File: src/rtl/datapath_controller_pkg.sv
// Shared constants for the datapath controller: state encoding, opcode/op values,
// ALU operation codes and instruction field bit positions.
package datapath_controller_pkg;

    localparam int INSTR_W = 16;
    localparam int RADDR_W = 3;

    typedef enum logic [2:0] {
        WAIT    = 3'd0,
        DECODE  = 3'd1,
        GET_A   = 3'd2,
        GET_B   = 3'd3,
        COMPUTE = 3'd4,
        WB_REG  = 3'd5,
        WB_IMM  = 3'd6,
        TRAP    = 3'd7
    } state_t;

    localparam logic [2:0] OPC_MOV = 3'b110;
    localparam logic [2:0] OPC_ALU = 3'b101;

    localparam logic [1:0] OP_MOV_REG = 2'b00;
    localparam logic [1:0] OP_MOV_IMM = 2'b10;

    localparam logic [1:0] ALU_ADD  = 2'b00;
    localparam logic [1:0] ALU_SUB  = 2'b01;
    localparam logic [1:0] ALU_AND  = 2'b10;
    localparam logic [1:0] ALU_NOTB = 2'b11;

    localparam int OPC_MSB = 15;
    localparam int OPC_LSB = 13;
    localparam int OP_MSB  = 12;
    localparam int OP_LSB  = 11;
    localparam int RN_MSB  = 10;
    localparam int RN_LSB  = 8;
    localparam int RD_MSB  = 7;
    localparam int RD_LSB  = 5;
    localparam int SH_MSB  = 4;
    localparam int SH_LSB  = 3;
    localparam int RM_MSB  = 2;
    localparam int RM_LSB  = 0;

endpackage

File: src/rtl/datapath_controller_decode.sv
// Combinational instruction field split and classification for the controller FSM.
module datapath_controller_decode
    import datapath_controller_pkg::*;
(
    input  logic [INSTR_W-1:0] instr,
    output logic [1:0]         op,
    output logic [RADDR_W-1:0] rn,
    output logic [RADDR_W-1:0] rd,
    output logic [RADDR_W-1:0] rm,
    output logic [1:0]         sh,
    output logic               is_legal,
    output logic               is_mov_imm,
    output logic               is_mov_reg,
    output logic               is_cmp,
    output logic               needs_a
);

    logic [2:0] opcode;
    logic       is_alu;

    assign opcode = instr[OPC_MSB:OPC_LSB];
    assign op     = instr[OP_MSB:OP_LSB];
    assign rn     = instr[RN_MSB:RN_LSB];
    assign rd     = instr[RD_MSB:RD_LSB];
    assign sh     = instr[SH_MSB:SH_LSB];
    assign rm     = instr[RM_MSB:RM_LSB];

    assign is_mov_imm = (opcode == OPC_MOV) && (op == OP_MOV_IMM);
    assign is_mov_reg = (opcode == OPC_MOV) && (op == OP_MOV_REG);
    assign is_alu     = (opcode == OPC_ALU);
    assign is_legal   = is_mov_imm || is_mov_reg || is_alu;
    assign is_cmp     = is_alu && (op == ALU_SUB);
    // MVN reads only Rm, so only ADD/CMP/AND visit GET_A
    assign needs_a    = is_alu && (op != ALU_NOTB);

endmodule

File: src/rtl/datapath_controller.sv
// Multicycle controller sequencing register file and ALU strobes, one instruction per start.
// Optional: define CTRL_ILLEGAL_TRAP_EN to trap (sticky err) on illegal instructions.
module datapath_controller
    import datapath_controller_pkg::*;
(
    input  logic               clk,
    input  logic               reset_n,
    input  logic               s,
    input  logic [INSTR_W-1:0] instr,
    output logic               w,
    output logic [RADDR_W-1:0] readnum,
    output logic [RADDR_W-1:0] writenum,
    output logic               write,
    output logic               vsel,
    output logic               loada,
    output logic               loadb,
    output logic               asel,
    output logic               bsel,
    output logic [1:0]         shift,
    output logic [1:0]         ALUop,
    output logic               loadc,
    output logic               loads,
    output logic               err
);

    state_t state, state_nxt;

    logic [1:0]         op;
    logic [RADDR_W-1:0] rn, rd, rm;
    logic [1:0]         sh;
    logic               is_legal, is_mov_imm, is_mov_reg, is_cmp, needs_a;

    datapath_controller_decode u_decode (
        .instr      (instr),
        .op         (op),
        .rn         (rn),
        .rd         (rd),
        .rm         (rm),
        .sh         (sh),
        .is_legal   (is_legal),
        .is_mov_imm (is_mov_imm),
        .is_mov_reg (is_mov_reg),
        .is_cmp     (is_cmp),
        .needs_a    (needs_a)
    );

    // NOTE: state flops use non-blocking assignments so every reader sees the pre-edge value.
    always_ff @(posedge clk or negedge reset_n) begin
        if (!reset_n) state <= WAIT;
        else          state <= state_nxt;
    end

    // NOTE: every comb output gets a default first, so no path can infer a latch.
    always_comb begin
        state_nxt = state;
        case (state)
            WAIT:    if (s) state_nxt = DECODE;
            DECODE: begin
                if (is_mov_imm)    state_nxt = WB_IMM;
                else if (needs_a)  state_nxt = GET_A;
                else if (is_legal) state_nxt = GET_B;
`ifdef CTRL_ILLEGAL_TRAP_EN
                else               state_nxt = TRAP;
`else
                else               state_nxt = WAIT;
`endif
            end
            GET_A:   state_nxt = GET_B;
            GET_B:   state_nxt = COMPUTE;
            COMPUTE: state_nxt = is_cmp ? WAIT : WB_REG;
            WB_REG:  state_nxt = WAIT;
            WB_IMM:  state_nxt = WAIT;
`ifdef CTRL_ILLEGAL_TRAP_EN
            TRAP:    state_nxt = TRAP;
`endif
            default: state_nxt = WAIT;
        endcase
    end

    always_comb begin
        w        = 1'b0;
        readnum  = '0;
        writenum = '0;
        write    = 1'b0;
        vsel     = 1'b0;
        loada    = 1'b0;
        loadb    = 1'b0;
        asel     = 1'b0;
        bsel     = 1'b0;
        shift    = 2'b00;
        ALUop    = ALU_ADD;
        loadc    = 1'b0;
        loads    = 1'b0;
        err      = 1'b0;
        case (state)
            WAIT:  w = 1'b1;
            GET_A: begin
                readnum = rn;
                loada   = 1'b1;
            end
            GET_B: begin
                readnum = rm;
                loadb   = 1'b1;
            end
            COMPUTE: begin
                shift = sh;
                asel  = is_mov_reg || (op == ALU_NOTB);
                ALUop = is_mov_reg ? ALU_ADD : op;
                loadc = !is_cmp;
                loads = is_cmp;
            end
            WB_REG: begin
                writenum = rd;
                write    = 1'b1;
            end
            WB_IMM: begin
                writenum = rn;
                vsel     = 1'b1;
                write    = 1'b1;
            end
`ifdef CTRL_ILLEGAL_TRAP_EN
            TRAP:  err = 1'b1;
`endif
            default: ;
        endcase
    end

endmodule
File: config.mk
export PLATFORM = sky130hd
export DESIGN_NAME = datapath_controller
export DESIGN_NICKNAME = d
export VERILOG_FILES = /design/src/rtl/datapath_controller_pkg.sv /design/src/rtl/datapath_controller_decode.sv /design/src/rtl/datapath_controller.sv
export SDC_FILE = /design/constraint.sdc
export NUM_CORES = 1
export LEC_CHECK = 0
export CAP_MARGIN = 20
export CORE_MARGIN = 1
export CORE_UTILIZATION = 26
export DETAILED_ROUTE_END_ITERATION = 16
export GPL_ROUTABILITY_DRIVEN = 0
export HOLD_SLACK_MARGIN = 0.06
export PLACE_DENSITY = 0.78
export SYNTH_ARGS = -nofsm -noshare
export SYNTH_HDL_FRONTEND = slang
export SYNTH_SLANG_ARGS = --single-unit
File: constraint.sdc
create_clock -name clk -period 1 [get_ports clk]
set_input_delay 0.1 -clock clk [delete_from_list [all_inputs] [get_ports clk]]
set_output_delay 0.1 -clock clk [all_outputs]
set_load 0.05 [all_outputs]
# --- Word-level counts from Yosys, hierarchy flattened ---
# Cells that the tools add are included.
word_totals:
  elab_cells: 44
  regBits: 3
  out_inout_bits: 20
  inputBits: 19
classes:
  n_eq_ne: 13
  n_reduce_logical: 11
  n_mux: 19
op_table:
  columns: ["operator", "count"]
  rows:
  - ["3-bit equality test (second input constant)", 5]
  - ["3-bit case mux with 5 select lines", 1]
  - ["3-bit case mux with 2 select lines", 2]
  - ["2-bit 2-to-1 mux", 5]
  - ["3-bit 2-to-1 mux", 3]
  - ["1-bit 2-to-1 mux", 8]
  - ["3-bit by 2-bit equality test with 1-bit output (second input constant)", 2]
  - ["2-bit equality test (second input constant)", 2]
  - ["1-bit logical AND", 4]
  - ["2-bit != test (second input constant)", 2]
  - ["3-bit by 1-bit equality test with 1-bit output (second input constant)", 1]
  - ["3-bit zero test", 1]
  - ["1-bit logical OR", 3]
  - ["2-bit by 1-bit equality test with 1-bit output (second input constant)", 1]
  - ["2-bit zero test", 1]
  - ["2-bit OR reduction", 1]
  - ["1-bit zero test", 1]

# --- Logic depth before layout (Yosys ltp) ---
# Gate-level depths: netlist of the first run.
depth:
  ltp_word: 8
  mapped_depth: 4
  mapped_depth_nobuf: 3

# --- Modules after synthesis ---
# From an unflattened synthesis of the first run, not the netlist that was laid out.
unflattened:
  cells_unflattened: 67
  area_unflattened_um2: 506.7
by_module_without_submodules:
  columns: ["mod", "area_per_inst_um2", "instances", "cells_per_inst"]
  rows:
  - ["datapath_controller", 345.3, 1, 46]
  - ["datapath_controller_decode", 161.4, 1, 21]

# --- Least setup slack after synthesis of the first run ---
# OpenSTA, ideal clock, no wires.
synth_timing:
  path_type: "flip-flop to output port"
  from: "reg state[0]"
  to: "out loads"
  arrival_ns: 1.734
  stages_incl_launch_ff: 5
  required_ns: 0.900
  slack_ns: -0.834
  path_cell_list: "dfrtp_1 > buf_6 > nor2_1 > nand2_1 > nor3_1"
synth_between:
  elab_chain_len: 2
synth_rtl:
  columns: ["item", "line_no", "text"]
  rows:
  - ["start, declared", "datapath_controller.sv:26", "state_t state, state_nxt;"]
  - ["start signal, assigned", "datapath_controller.sv:50", "else state <= state_nxt;"]
  - ["3-bit equality test", "datapath_controller.sv:95", "case (state)"]
  - ["1-bit 2-to-1 mux", "datapath_controller.sv:95", null]
  - ["end, declared", "datapath_controller.sv:22", "output logic loads,"]
# No other way between the ends.

# --- Worst setup path after layout of the first run ---
# Same ends and word-level chain as after synthesis.

==> results of run 1 <==
[final cells by class]
| type | instances | area, um2 |
|---|---|---|
| Timing Repair Buffer | 58 | 731 |
| Tap cell | 16 | 20.0 |
| Multi-Input combinational cell | 46 | 484 |
| Sequential cell | 3 | 77.6 |
| Clock buffer | 4 | 26.3 |
| Inverter | 1 | 3.75 |
| Fill cell | 73 | 164 |
[synthesized netlist by cell type (2+ instances only)]
library cell and number:
nand3b_1 3, nand2_1 3, a22o_1 3, buf_2 2, nor2b_1 6, buf_4 2, dfrtp_1 3, nor3b_2 2
and2_1 5, and3b_1 2, nand2b_1 2, a21oi_1 2, a22oi_1 3, nor3_1 3
[worst paths after layout]
path / startpoint / slack [ns] / endpoint
min in group asynchronous: reset_n / 0.60 / state[2]
hold / removal: instr[14] / 0.50 / state[1]
max in group asynchronous: reset_n / 0.24 / state[0]
setup reg to reg: state[1] / -0.28 / state[0]
hold reg to reg: state[2] / 0.76 / state[1]
setup / recovery: state[0] / -0.53 / loads
[worst max-delay path: stages (launching register included)]
cell	delay, ns
dfrtp_2	0.44
buf_4	0.15
nor2_1	0.15
nand2_2	0.13
nor3_4	0.17
buf_12	0.16
[metal layers]
metal	GRT usage	vias up	share of wire
li1	-	304	-
met1	0.275	297	0.36
met2	0.474	31	0.58
met3	0.0259	4	0.045
met4	0.0750	0	0.017
met5	0	-	0
[metrics by stage]
stage	TNS, ns	utilization	instances	total power [mW]
final	-9.22	0.891	128	3.15
after global placement	-4.86	0.792	117	2.53
after detailed placement	-5.47	0.792	117	2.58
after global routing	-10.13	0.891	128	3.28
after CTS	-8.93	0.890	128	3.12
after floorplan	-4.01	-	55	1.53
[timing repair]
item	4_1_cts	5_1_grt
pin swaps	15	6
resized for setup	20	1
setup buffers	6	1
endpoints found under the hold margin	3	0
setup endpoints to repair	21	21
hold buffers	1	0
[power breakdown]
part / internal (mW) / switching, mW
Combinational: 1.38 / 1.27
Clock: 0.150 / 0.0739
Sequential: 0.181 / 0.0929
Total: 1.71 / 1.44
[logic make-up after synthesis]
family | after synthesis | share of synthesized area
AND/OR/NAND/NOR | 31 | 0.490
other | 1 | 0.00884
buffers and inverters | 6 | 0.0944
flip-flops | 3 | 0.177
AO/OA/AOI/OAI | 13 | 0.230
[placed cells by master, fill, tap and decap left out, types with 2 or more instances in the layout]
cell type / n
buf_6: 7
conb_1: 2
buf_4: 14
a22oi_2: 3
nor3_4: 2
clkbuf_4: 3
nand2_1: 2
and2_4: 5
dlygate4sd2_1: 3
nor2b_4: 4
nand3b_1: 3
a22o_4: 3
dfrtp_2: 2
buf_12: 18
clkdlybuf4s50_1: 15
==> results.cfg, run 1 <==
[finish]
finalNetCount = 132
largest_reg_flops = 3
stdcell_area_um2 = 1340
top_register = state
reg_top3 = state x3
area_growth_syn_to_layout_pct = 217
layout-drive-gt1-share = 0.670
diodes = 0

[global_routing]
grt_pass1_vias = 703
grt_use_total = 0.245
grt_max_degree = 9
grt-ovfl-total = 0
antenna_found_initial = 0
grt_pass1_wl_um = 3350

[worst_setup_path]
cp.arrival_ns = 1.43
end_kind = primary output
cp_max_fo = 7
r2r_cells = 5
startpoint_type = register
crit_type = reg -> out
crit_required_ns = 0.90

[drt]
first_iter_violations = 5
routedWlPerCell_um = 15.8
drc = 0
dr.pass1.iters = 4
num_vias = 636
vias_per_cell = 4.97
drt.antenna.violating_nets = 0
drt-total-wl_um = 2020

[sta]
whs_ns = 0.501
fin_worst_skew_ns = 0.00316
setup_ws_ns = -0.530
setup_viol = 21
rsz0062_at_grt = yes
slew_violations = 0
hold_viol = 0
final.min_clock_period_ns = 1.53
fmax_mhz = 653
fin_crit_sh = 1.53

[clock_network]
clkLatencyLatePin_ns = 0.24
clkTransAtPathRegs_ns = 0.04
clock_path_buffers = 2
htree_levels = 1
cts_tree = done
numCtsBuffers = 3
cts-root-buf = clkbuf_4
cts_sinks = 3

[die]
fp.dieH_um = 42.4
initial_core_util = 0.282
fp.dieW_um = 42.4
io-pin-count = 39
dieArea_um2 = 1800
coreArea_um2 = 1510
rows = 14

[power]
p_per_area_nw_per_um2 = 2350
p_leak_nw = 0.575
max-vdd-ir-drop_mv = 1.90

[synthesis]
synth_edf_count = 0
ys_seq_area_frac = 0.177
avgSynthCellArea_um2 = 7.85
synth_top_area_cell = dfrtp_1
syn-instance-count = 54
synth.distinct_cells = 27
ys_warn_count = 0
synth_ff_type = dfrtp_1
synth_top_area_frac = 0.177
syn-cell-area_um2 = 424
synth-seq-cells = 3
synthTopCellsByArea = dfrtp_1 18%, nor2b_1 8.8%, and2_1 7.4%, a22o_1 6.2%, nor3b_2 5.9%
ys_async_sr_fraction = 1.00

[place]
io_buffers = 36
dp_hpwl_um = 1480
post_dp_cell_area_um2 = 1190
pre_cts_ws_ns = -0.418

[job]
cap_violations = 0

[outcome]
status = complete, but fails checks
violations = setup timing

[worst_hold_path]
min_path_cells = 4
hp-class = in -> reg
Note: power is estimated with default switching activity, not from simulation.
==> run 2, diff against run 1 <==
--- a/config.mk
+++ b/config.mk
@@ -7,11 +7,12 @@
 export LEC_CHECK = 0
 export CAP_MARGIN = 20
 export CORE_MARGIN = 1
-export CORE_UTILIZATION = 26
+export CORE_UTILIZATION = 28
+export CTS_BUF_LIST = sky130_fd_sc_hd__clkbuf_8
 export DETAILED_ROUTE_END_ITERATION = 16
 export GPL_ROUTABILITY_DRIVEN = 0
 export HOLD_SLACK_MARGIN = 0.06
-export PLACE_DENSITY = 0.78
+export PLACE_DENSITY = 0.82
 export SYNTH_ARGS = -nofsm -noshare
 export SYNTH_HDL_FRONTEND = slang
 export SYNTH_SLANG_ARGS = --single-unit
==> results.cfg, run 2 <==
[outcome]
status = aborted with a tool error
haltStage = global routing (5_1_grt)
stop_error = [ERROR DPL-0038] Utilization greater than 100%, impossible to legalize

[place]
io_buffers = 36
dp_hpwl_um = 1460

[synthesis]
synth-seq-cells = 3
syn-instance-count = 54
synth_most_common_cell = nor2b_1
synth_top_area_cell = dfrtp_1
ys_async_sr_fraction = 1.00
ys_seq_area_frac = 0.177
synthTopCellsByArea = dfrtp_1 18%, nor2b_1 8.8%, and2_1 7.4%, a22o_1 6.2%, nor3b_2 5.9%
synth_ff_type = dfrtp_1
syn-cell-area_um2 = 424
avgSynthCellArea_um2 = 7.85
synth.distinct_cells = 27
synth_edf_count = 0
synth_top_area_frac = 0.177
ys_warn_count = 0
ys_top_cells_by_count = 6 x nor2b_1, 5 x and2_1

[clock_network]
clock_path_buffers = 2
cts_sinks = 3
cts-root-buf = clkbuf_8
htree_levels = 1
numCtsBuffers = 3

[die]
rows = 13
fp.dieH_um = 40.9
fp.dieW_um = 40.9
initial_core_util = 0.314
io-pin-count = 39

[sta]
worstEndpointGrtRepair = ALUop[1]
worst-endpoint-pin-kind = output port

[global_routing]
grt_max_degree = 8
==> run 2: cell families after synthesis <==
kind of cell / count (synthesis) / share of synthesized area
simple gates: 31 / 0.490
compound gates: 13 / 0.230
buf+inv: 6 / 0.0944
flops: 3 / 0.177
other cells: 1 / 0.00884
==> run 2: repair_timing <==
action                     4_1_cts
resized for setup               11
setup endpoints to repair       21
hold buffers                     1
hold endpoints to repair         1
setup buffers                    6
pin swaps                        9
==> run 2: stage by stage <==
step | TNS, ns | cells | setup slack, ns | cell area, um2
after detailed placement | -5.53 | 111 | -0.391 | 1150
after global placement | -5.00 | 111 | -0.369 | 1150
after floorplan | -4.01 | 55 | -0.373 | 563
after CTS | -8.95 | 122 | -0.545 | 1290
==> run 3, diff against run 2 <==
--- a/config.mk
+++ b/config.mk
@@ -6,13 +6,11 @@
 export NUM_CORES = 1
 export LEC_CHECK = 0
 export CAP_MARGIN = 20
-export CORE_MARGIN = 1
-export CORE_UTILIZATION = 28
-export CTS_BUF_LIST = sky130_fd_sc_hd__clkbuf_8
+export CORE_AREA = 2 2 63 65
 export DETAILED_ROUTE_END_ITERATION = 16
+export DIE_AREA = 0 0 65 67
 export GPL_ROUTABILITY_DRIVEN = 0
-export HOLD_SLACK_MARGIN = 0.06
-export PLACE_DENSITY = 0.82
+export PLACE_DENSITY_LB_ADDON = 0.15
 export SYNTH_ARGS = -nofsm -noshare
 export SYNTH_HDL_FRONTEND = slang
 export SYNTH_SLANG_ARGS = --single-unit
==> constraint.sdc (replaced) <==
create_clock -name clk -period 1.3 [get_ports clk]
set_input_delay 0.13 -clock clk [delete_from_list [all_inputs] [get_ports clk]]
set_output_delay 0.13 -clock clk [all_outputs]
set_load 0.05 [all_outputs]
==> results.cfg, run 3 (synthesized netlist as in run 1, its figures left out) <==
[worst_setup_path]
crit_required_ns = 1.17
reg2reg_slack_ns = 0.05
crit_type = reg -> out
cp_max_fo = 8
cp.arrival_ns = 1.36
reg2reg_from = state[0]
cp-startpoint = state[1]
startpoint_type = register
end_kind = primary output

[global_routing]
grt-ovfl-total = 0
top_usage_layer = met2
grt_pass1_vias = 613
use_met1 = 0.0787
grt_pass1_wl_um = 2590
grt_use_total = 0.0755
grt.met3_usage = 0.0220
antenna_found_initial = 0
grt_max_degree = 9
use_met2 = 0.144

[place]
dp.cells = 148
dp_hpwl_um = 1450
post_dp_cell_area_um2 = 1160
pre_cts_ws_ns = -0.120
io_buffers = 36

[drt]
dr.pass1.iters = 4
drc = 0
drt-total-wl_um = 1680
num_vias = 606
routedWlPerCell_um = 10.7
vias_per_cell = 3.88
first_iter_violations = 4
drt.antenna.violating_nets = 0

[clock_network]
numCtsBuffers = 3
htree_levels = 1
cts-root-buf = clkbuf_8
cts_hold_buf = 0
cts_sinks = 3
clkTransAtPathRegs_ns = 0.03
cts_tree = done
clock_path_buffers = 2
clkLatencyLatePin_ns = 0.21

[outcome]
status = complete, but fails checks
violations = setup timing

[finish]
stdcell_area_um2 = 1300
diodes = 0
regArea_um2 = 77.6
nFillCells = 364
layout_commonest_cell = buf_12
final_cell_mix = 18 x buf_12, 16 x buf_4, 15 x clkdlybuf4s50_1
top_register = state
multiInputGateArea_um2 = 433
layout-drive-gt1-share = 0.630
area_growth_syn_to_layout_pct = 206
largest_reg_flops = 3
reg_top3 = state x3
finalNetCount = 128
layout.cells.non_filler = 156

[die]
initial_core_util = 0.118
fp.dieH_um = 67
rows = 22
fp.dieW_um = 65
dieArea_um2 = 4360
io-pin-count = 39
coreArea_um2 = 3610

[power]
max-vdd-ir-drop_mv = 0.605
p_per_area_nw_per_um2 = 1730
p_leak_nw = 0.545

[sta]
fin_tns_setup_ns = -2.24
setup_ws_ns = -0.193
setup_viol = 18
fin_worst_skew_ns = 0.00108
rsz0062_at_grt = yes
final.min_clock_period_ns = 1.49
fmax_mhz = 670
fin_crit_sh = 1.15
hold_viol = 0
whs_ns = 0.0968
slew_violations = 0

[job]
cap_violations = 0

[worst_hold_path]
hp-class = in -> async
run 3: power by group:
part	total (mW)	internal (mW)	switching, mW
clock network	0.269	0.209	0.0600
logic	1.76	0.919	0.844
registers	0.214	0.140	0.0740
total	2.25	1.27	0.978
run 3: worst paths after layout:
| check | to | cells past startpoint |
|---|---|---|
| max in group asynchronous | state[1] | 1 |
| worst max register to register | state[0] | 5 |
| min in group clk | state[1] | 4 |
| worst min register to register | state[1] | 2 |
| worst min-delay path | state[2] | 1 |
| worst max-delay path | writenum[0] | 4 |
run 3: metrics by stage:
| stage | power [mW] | util |
|---|---|---|
| after floorplan | 1.05 | - |
| after global placement | 1.84 | 0.322 |
| after detailed placement | 1.84 | 0.322 |
| after CTS | 2.23 | 0.352 |
| after global routing | 2.36 | 0.360 |
| final | 2.25 | 0.360 |
run 3: worst max-delay path: stages (launching register included):
cell and delay (ns):
dfrtp_2 0.45, and2b_2 0.25, a22oi_1 0.21, nor2b_2 0.08, buf_12 0.15
run 3: what timing repair did:
action                                  in CTS  in global routing
gates resized for setup                     18                  5
setup buffers                                3                  1
hold endpoints to repair                     0                  0
endpoints found under the setup margin      19                 19
pin swaps                                   11                  5
run 3: area by class of cell:
class,count,share of cell area
inverters,1,0.00289
multi-input cells,46,0.333
clock buffers,4,0.0347
flip-flops and latches,3,0.0597
well taps,48,0.0462
repair buffers,54,0.523
run 3: routing by layer:
layer  wire (um)  up-vias
li1            -      300
met1         612      277
met2         895       29
met3         167        0
met4           0        0
met5           0        -
